File: src/rtl/debounce_pkg.sv
// Shared constants and front-panel channel map for the stopwatch input debouncer.
package debounce_pkg;

    localparam int DEFAULT_CLK_FREQ_KHZ = 100_000;
    localparam int DEFAULT_STABLE_TICKS = 4;
    localparam int DEFAULT_LONG_TICKS   = 1000;

    // Bit positions of the front-panel buttons within src/dst
    typedef enum logic [1:0] {
        PANEL_START_STOP = 2'd0,
        PANEL_LAP        = 2'd1,
        PANEL_RESET      = 2'd2,
        PANEL_MODE       = 2'd3
    } panel_ch_e;

    localparam int PANEL_CHANNELS = 4;

endpackage

File: src/rtl/debounce_tick.sv
// Free-running divider producing the one-cycle sampling tick shared by every
// debounce channel.
module debounce_tick #(
    parameter int TICK_DIV = 100_000
) (
    input  logic clk,
    input  logic rst_n,
    output logic tick
);

    generate
        if (TICK_DIV <= 1) begin : g_every_cycle
            assign tick = 1'b1;
        end else begin : g_divider
            localparam int TW = $clog2(TICK_DIV);

            logic [TW-1:0] tcnt;

            always_ff @(posedge clk or negedge rst_n) begin
                if (!rst_n) begin
                    tcnt <= '0;
                end else if (tcnt == TW'(TICK_DIV - 1)) begin
                    tcnt <= '0;
                end else begin
                    tcnt <= tcnt + 1'b1;
                end
            end

            assign tick = (tcnt == TW'(TICK_DIV - 1));
        end
    endgenerate

endmodule

File: src/rtl/debounce_bank.sv
// N-channel switch debouncer: 2-flop synchroniser, tick-based stability filter,
// registered level plus rise/fall strobes. Define DEBOUNCE_BANK_LONG_PRESS_EN for long_press.
module debounce_bank
    import debounce_pkg::*;
#(
    parameter int N            = 4,
    parameter int CLK_FREQ_KHZ = DEFAULT_CLK_FREQ_KHZ,
    parameter int TICK_DIV     = CLK_FREQ_KHZ,
    parameter int STABLE_TICKS = DEFAULT_STABLE_TICKS,
    parameter int LONG_TICKS   = DEFAULT_LONG_TICKS,
    parameter bit RESET_LEVEL  = 1'b0
) (
    input  logic         clk,
    input  logic         rst_n,
    input  logic [N-1:0] src,
    output logic [N-1:0] dst,
    output logic [N-1:0] rise,
    output logic [N-1:0] fall,
    output logic [N-1:0] long_press
);

    localparam int CW = $clog2(STABLE_TICKS + 1);

    logic tick;

    generate
        if (TICK_DIV < 1 || STABLE_TICKS < 1 || LONG_TICKS < 1) begin : g_bad_params
            $error("debounce_bank: TICK_DIV, STABLE_TICKS and LONG_TICKS must all be >= 1");
        end
    endgenerate

    debounce_tick #(
        .TICK_DIV (TICK_DIV)
    ) u_tick (
        .clk   (clk),
        .rst_n (rst_n),
        .tick  (tick)
    );

    generate
        for (genvar i = 0; i < N; i++) begin : g_chan
            logic          s0;
            logic          s1;
            logic          dst_q;
            logic          rise_q;
            logic          fall_q;
            logic [CW-1:0] cnt;
            logic          commit;

            assign commit = (s1 != dst_q) && tick && (cnt == CW'(STABLE_TICKS - 1));

            always_ff @(posedge clk or negedge rst_n) begin
                if (!rst_n) begin
                    s0 <= RESET_LEVEL;
                    s1 <= RESET_LEVEL;
                end else begin
                    s0 <= src[i];
                    s1 <= s0;
                end
            end

            // Any return to the committed level throws away accumulated ticks
            always_ff @(posedge clk or negedge rst_n) begin
                if (!rst_n) begin
                    cnt    <= '0;
                    dst_q  <= RESET_LEVEL;
                    rise_q <= 1'b0;
                    fall_q <= 1'b0;
                end else begin
                    rise_q <= commit & s1;
                    fall_q <= commit & ~s1;
                    if (s1 == dst_q) begin
                        cnt <= '0;
                    end else if (commit) begin
                        dst_q <= s1;
                        cnt   <= '0;
                    end else if (tick) begin
                        cnt <= cnt + 1'b1;
                    end
                end
            end

            assign dst[i]  = dst_q;
            assign rise[i] = rise_q;
            assign fall[i] = fall_q;

`ifdef DEBOUNCE_BANK_LONG_PRESS_EN
            localparam int LW = $clog2(LONG_TICKS + 1);

            logic [LW-1:0] lcnt;
            logic          lp_q;

            // Saturates at LONG_TICKS so a held button fires only once
            always_ff @(posedge clk or negedge rst_n) begin
                if (!rst_n) begin
                    lcnt <= '0;
                    lp_q <= 1'b0;
                end else begin
                    lp_q <= 1'b0;
                    if (!dst_q) begin
                        lcnt <= '0;
                    end else if (tick && (lcnt != LW'(LONG_TICKS))) begin
                        lcnt <= lcnt + 1'b1;
                        lp_q <= (lcnt == LW'(LONG_TICKS - 1));
                    end
                end
            end

            assign long_press[i] = lp_q;
`else
            assign long_press[i] = 1'b0;
`endif
        end
    endgenerate

endmodule
File: config.mk
export PLATFORM = sky130hd
export DESIGN_NAME = debounce_bank
export DESIGN_NICKNAME = d
export VERILOG_FILES = /design/src/rtl/debounce_pkg.sv /design/src/rtl/debounce_tick.sv /design/src/rtl/debounce_bank.sv
export SDC_FILE = /design/constraint.sdc
export NUM_CORES = 1
export LEC_CHECK = 0
export BUFFER_PORTS_ARGS = -buffer_cell sky130_fd_sc_hd__buf_2
export CORE_UTILIZATION = 52
export CTS_BUF_LIST = sky130_fd_sc_hd__clkbuf_8 sky130_fd_sc_hd__clkbuf_16
export DETAILED_ROUTE_END_ITERATION = 10
export PLACE_DENSITY = 0.81
export SETUP_SLACK_MARGIN = 0.4
export SKIP_LAST_GASP = 1
export SLEW_MARGIN = 20
export SYNTH_ARGS = -nofsm -noshare
export SYNTH_HDL_FRONTEND = slang
export SYNTH_SLANG_ARGS = --single-unit
File: constraint.sdc
create_clock -name clk -period 2.47 [get_ports clk]
set_clock_uncertainty 0.1 [all_clocks]
set_input_delay 0.3705 -clock clk [delete_from_list [all_inputs] [get_ports clk]]
set_output_delay 0.3705 -clock clk [all_outputs]
set_load 0.005 [all_outputs]
==> impl_metrics.csv, run 1 <==
group,metric,value,unit
synthesis,synth_top_area_share,57.6,%
synthesis,synth_edf_count,0,
setup_path,crit_fanout,6,
cells_and_area,multi_input_area,817,um^2
cells_and_area,antenna_cells,0,
cts,clk_path_buf_depth,2,
cts,htreeDepth,2,
routing,postRouteWirelength,3.53,mm
cells_and_area,drive_above_1_share,25.4,%
run,cap_violations,0,
setup_path,crit_path_end_kind,"flip-flop",
setup_path,slowest_stage,"or4_4",
power,peakVddDrop,0.408,mV
sta,post-route-min-period,2240,ps
setup_path,crit_path_max_incr_delay,600,ps
floorplanning,die-area,0.00435,mm^2
synthesis,synth_area,0.00213,mm^2
synthesis,ys_seq_area_share,57.6,%
sta,setup_viol,0,
place,port_buffers,17,
synthesis,synth-async-reset-ratio,100,%
sta,fmax,0.447,GHz
routing,drtPass1Iterations,4,
synthesis,ys_top_cells_by_area,"dfrtp_1, buf_4, nand2_1",
floorplanning,die_x,66.0,um
grt,overflow,0,
cells_and_area,fin_area,0.00241,mm^2
setup_path,cpMostUsedCell,"or4_4",
cells_and_area,layout_commonest_cell,"dfrtp_1",
cts,worstSkewPairLatency,300,ps
synthesis,ys_ff_latch,49,
place,post-dp-hpwl,2.32,mm
setup_path,path_class,"flip-flop to flip-flop",
cells_and_area,area_growth,13.1,%
sta,final_max_slew_viol_count,0,
hold_path,holdCritPathClass,"input port to flip-flop",
place,gp_congestion,0.756,
grt,grt_usage,19.1,%
synthesis,syn_inst,187,
cells_and_area,final_cell_mix,"dfrtp_1, nand2_1, buf_2, buf_4",
cells_and_area,finalNonFillerCells,257,
setup_path,cp-start-kind,"flip-flop",
place,dp_cells,240,
floorplanning,die_height,66.0,um
power,power,1.38,mW
power,power_density,573,mW/mm^2
synthesis,synth_xor_area_share,6.17,%
synthesis,synth_top_family_by_area,"simple AND/OR/NAND/NOR gates",
sta,rsz0062_at_grt,"true",
routing,wl_per_cell,13.7,um
power,total_leakage_power,1.13,nW
routing,via_count,1361,
cells_and_area,fill_cells,309,
routing,antenna_left,0,
setup_path,crit_required,2600,ps
sta,post-route-period-util,90.6,%
cells_and_area,seqCellArea,0.00123,mm^2
grt,antenna_found_initial,0,
synthesis,synthSimpleGateAreaFrac,19.3,%
routing,drt-initial-drc-count,75,
setup_path,path_buf_inv,0,
place,postPlaceCellArea,0.00219,mm^2
status,status,"finished, final reports clean",
cts,cts_made_buffers,5,
routing,post_drt_via_cell_ratio,5.30,
synthesis,ys_warn_count,0,
floorplanning,initial_core_util,56.0,%
synthesis,yosysTopAreaCell,"dfrtp_1",
sta,hold_violations,0,
synthesis,synth_top_flop_cell,"dfrtp_1",
synthesis,yosys.cell_types.count,31,
cells_and_area,nets,220,
setup_path,path_cells,"or4_4 > or4_4 > or3_4 > a21oi_2",
synthesis,synthMuxAreaShare,2.12,%
cts,clkTransAtPathRegs,80,ps
floorplanning,placeableCoreArea,0.00380,mm^2
grt,grt_pass1_wl,6.05,mm
cts,cts_sinks,49,
setup_path,crit_family,"simple AND/OR/NAND/NOR gates",
synthesis,synthAdderAreaFrac,2.94,%
floorplanning,rows,22,
floorplanning,num_io_pins,22,
synthesis,synth-compound-area-share,4.70,%
cts,clock-root-buffer,"clkbuf_8",
grt,grt_max_degree,19,
setup_path,arrival,2370,ps
routing,drc,0,
grt,grt_pass1_vias,1314,
synthesis,avgSynthCellArea,11.4,um^2
cts,cts_tree,"built",
sta,tns,0,ps
==> cells by family (layout without fill, tap and decap cells) <==
| family | after synthesis | in the layout |
|---|---|---|
| AND/OR/NAND/NOR | 74 | 75 |
| flip-flops | 49 | 49 |
| buffers and inverters | 21 | 39 |
| AO/OA/AOI/OAI | 18 | 18 |
| XOR/XNOR | 15 | 15 |
| adder cells (fa/ha/maj) | 5 | 5 |
| multiplexers | 4 | 4 |
| other | 1 | 4 |
==> layer usage <==
layer | up-vias | wire (um) | track usage [%]
met1 | 666 | 1680 | 25.5
met2 | 24 | 1650 | 29.0
met3 | 4 | 126 | 5.17
met5 | - | 0 | 0
met4 | 0 | 65 | 8.78
li1 | 667 | - | -
==> worst paths after layout <==
path                                                start                  endpoint  slack (ps)  depth (start not counted)
worst max register to register  u_tick.g_divider.tcnt[11]          g_chan[1].cnt[0]         230                          4
min in group asynchronous                           rst_n  u_tick.g_divider.tcnt[7]         420                          2
worst min register to register               g_chan[0].s0              g_chan[0].s1         250                          0
max in group asynchronous                           rst_n          g_chan[2].cnt[1]        1290                          3
worst min-delay path                               src[3]              g_chan[3].s0          70                          1
worst max-delay path            u_tick.g_divider.tcnt[11]          g_chan[1].cnt[0]         230                          4
==> final cells by class <==
cell class,instances,share of cell area [%]
Sequential cell,49,50.9
Multi-Input combinational cell,121,33.9
Timing Repair Buffer,31,8.16
Clock buffer,5,2.86
Tap cell,48,2.49
Clock inverter,2,1.46
Inverter,1,0.156
==> Yosys cell counts (all sizes together) (2+ instances only) <==
master / count
ha: 5
and3: 2
nand4: 7
dfrtp: 49
nor2: 7
o211ai: 2
nor4: 2
and2: 2
a21oi: 12
nor2b: 4
nand2: 20
xor2: 7
o31ai: 2
or3: 4
or4: 2
nand3: 7
buf: 18
mux2: 4
xnor2: 8
o21ai: 2
clkbuf: 2
and4: 2
nor3b: 8
nand2b: 4
==> stage by stage <==
| stage | utilization, % | setup WS (ps) | hold slack [ps] |
|---|---|---|---|
| 2_1_floorplan | - | 274 | -25.1 |
| 3_3_place_gp | 57.5 | 238 | 211 |
| 3_5_place_dp | 57.5 | 172 | 216 |
| 4_1_cts | 61.8 | 281 | 62.2 |
| 5_1_grt | 63.4 | 181 | 59.8 |
| 6_report | 63.4 | 233 | 71.5 |
==> registers in the layout, indices dropped and copies added (netlist names) <==
signal,count
g_chan.fall_q,4
u_tick.g_divider.tcnt,17
g_chan.s0,4
g_chan.rise_q,4
g_chan.dst_q,4
g_chan.cnt,12
g_chan.s1,4
==> what timing repair did <==
action,CTS,global route
buffers inserted,5,3
pin swaps,1,4
hold endpoints to repair,16,0
cloned,1,0
setup endpoints to repair,4,25
hold buffers,1,0
resized for setup,0,9
==> power by group <==
group	internal, mW	leakage, nW	switching (mW)
Clock	0.294	0.0540	0.243
Sequential	0.808	0.652	0.00449
Combinational	0.00982	0.428	0.0204
Total	1.11	1.13	0.268
Power figures use the tool's default switching activity.
==> run 2: changes to the inputs <==
--- a/config.mk
+++ b/config.mk
@@ -6,10 +6,11 @@
 export NUM_CORES = 1
 export LEC_CHECK = 0
 export BUFFER_PORTS_ARGS = -buffer_cell sky130_fd_sc_hd__buf_2
-export CORE_UTILIZATION = 52
+export CORE_MARGIN = 1.5
+export CORE_UTILIZATION = 30
 export CTS_BUF_LIST = sky130_fd_sc_hd__clkbuf_8 sky130_fd_sc_hd__clkbuf_16
 export DETAILED_ROUTE_END_ITERATION = 10
-export PLACE_DENSITY = 0.81
+export PLACE_DENSITY = 0.46
 export SETUP_SLACK_MARGIN = 0.4
 export SKIP_LAST_GASP = 1
 export SLEW_MARGIN = 20
==> impl_metrics.csv, run 2 (synthesis results as in run 1) <==
group,metric,value,unit
floorplanning,die-area,0.00761,mm^2
sta,relSlewSlack,59.5,%
routing,via_count,1374,
setup_path,path_class,"flip-flop to flip-flop",
cts,cts_sinks,49,
grt,grt_pass1_wl,6.44,mm
setup_path,crit_required,2610,ps
floorplanning,num_io_pins,22,
run,cap_violations,0,
cells_and_area,drive_above_1_share,28.0,%
setup_path,crit_fanout,5,
routing,highest_layer,"met4",
power,peakVddDrop,0.219,mV
cells_and_area,layout_commonest_cell,"dfrtp_1",
power,total_leakage_power,1.16,nW
hold_path,min_from,"src[3]",
grt,overflow,0,
place,postPlaceCellArea,0.00225,mm^2
setup_path,r2r_end,"g_chan[1].cnt[0]",
sta,post-route-period-util,89.6,%
cells_and_area,fin_area,0.00252,mm^2
place,gp_congestion,0.725,
floorplanning,die_x,87.2,um
setup_path,crit_family,"simple AND/OR/NAND/NOR gates",
cells_and_area,largest_register,"u_tick.g_divider.tcnt",
floorplanning,die_height,87.2,um
grt,antenna_found_initial,0,
place,post-dp-hpwl,2.33,mm
routing,m1WireLength,1.84,mm
setup_path,crit_path_end_kind,"flip-flop",
sta,rsz0062_at_grt,"true",
sta,fmax,0.452,GHz
routing,drc,0,
setup_path,ff2ff_setup_slack,260,ps
cts,clkTransAtPathRegs,90,ps
grt,grt_usage,11.2,%
routing,wl_met2,1.74,mm
setup_path,crit_path_max_incr_delay,590,ps
cells_and_area,largest_reg_flops,17,
cts,clock-root-buffer,"clkbuf_8",
cts,cts_made_buffers,5,
cells_and_area,nets,224,
place,port_buffers,17,
setup_path,path_cells,"or4b_4 > or4_4 > or3_1 > a21oi_2",
routing,drtPass1Iterations,4,
setup_path,timing.rr.start,"u_tick.g_divider.tcnt[8]",
hold_path,holdCritPathClass,"input port to flip-flop",
setup_path,arrival,2350,ps
floorplanning,placeableCoreArea,0.00683,mm^2
hold_path,worstHoldPathCells,1,
setup_path,cp-start-kind,"flip-flop",
power,power_density,520,mW/mm^2
grt,grt_pass1_vias,1350,
cts,worstSkewPairLatency,300,ps
cells_and_area,reg_top3,"u_tick.g_divider.tcnt: 17 flops, g_chan.cnt: 12 flops",
power,power,1.31,mW
cts,htreeDepth,2,
grt,grt_max_degree,27,
status,status,"finished, final reports clean",
setup_path,path_buf_inv,0,
hold_path,whs_endpoint,"g_chan[3].s0",
sta,worst_slew_pin_slew,608,ps
routing,drt-initial-drc-count,74,
cells_and_area,area_growth,18.4,%
routing,met3RoutedLength,128,um
sta,tns,0,ps
floorplanning,initial_core_util,31.2,%
setup_path,rr_worst_depth,4,
routing,antenna_left,0,
floorplanning,rows,30,
routing,post_drt_via_cell_ratio,4.43,
cells_and_area,final_cell_mix,"dfrtp_1, nand2_1, buf_2, buf_4, a21oi_1",
sta,hold_violations,0,
sta,final_max_slew_viol_count,0,
routing,postRouteWirelength,3.77,mm
sta,post-route-min-period,2210,ps
sta,setup_viol,0,
cts,cts_tree,"built",
cells_and_area,antenna_cells,0,
cells_and_area,final_util,36.9,%
setup_path,slowest_stage,"or4_4",
routing,wl_per_cell,12.2,um
cts,clk_path_buf_depth,2,
run 2: cell types whose count changed in the layout (fill, tap and decap cells not counted), sizes merged:
cell    previous run  this run
buf               30        34
bufinv             1         0
inv                1         3
run 2: worst max-delay path by stage:
stage	startpoint	to	slack, ps	cells past startpoint
CTS	u_tick.g_divider.tcnt[5]	g_chan[1].cnt[0]	270	4
global route	u_tick.g_divider.tcnt[8]	g_chan[1].cnt[0]	190	4
global placement	u_tick.g_divider.tcnt[11]	g_chan[3].cnt[0]	210	4
detailed placement	u_tick.g_divider.tcnt[12]	g_chan[2].cnt[0]	160	4
finish	u_tick.g_divider.tcnt[8]	g_chan[1].cnt[0]	260	4
floorplan	u_tick.g_divider.tcnt[11]	g_chan[0].cnt[0]	270	5
run 2: per-stage QoR:
| step | hold slack [ps] | worst slack, ps | instances |
|---|---|---|---|
| CTS | 55.6 | 268 | 303 |
| finish | 67.5 | 257 | 310 |
| global placement | 232 | 212 | 287 |
| floorplan | -25.1 | 274 | 190 |
| detailed placement | 237 | 161 | 287 |
| global route | 46.3 | 193 | 310 |
run 2: what timing repair did:
item                                   4_1_cts  5_1_grt
endpoints found under the hold margin       25        0
pin swaps                                    5        6
buffers inserted                             6        7
setup endpoints to repair                    6       25
gates cloned                                 1        0
resized for setup                            2       16
hold buffers                                 1        0
run 2: cell type report:
class                   instances  area [um^2]
clock inverters                 3         17.5
flip-flops and latches         49         1230
well taps                      96          120
clock buffers                   5         68.8
repair buffers                 35          246
inverters                       1         3.75
multi-input cells             121          837
fillers                       704         4310
run 2: per-layer routing:
| layer | GRT usage (%) | up-vias |
|---|---|---|
| li1 | - | 681 |
| met1 | 14.5 | 670 |
| met2 | 18.0 | 19 |
| met3 | 3.13 | 4 |
| met4 | 4.33 | 0 |
| met5 | 0 | - |
run 2: power by group:
| group | internal (mW) | switching [mW] | leakage, nW | total [mW] |
|---|---|---|---|---|
| sequential | 0.808 | 0.00437 | 0.652 | 0.812 |
| combinational | 0.0109 | 0.0213 | 0.459 | 0.0322 |
| clock | 0.198 | 0.267 | 0.0497 | 0.465 |
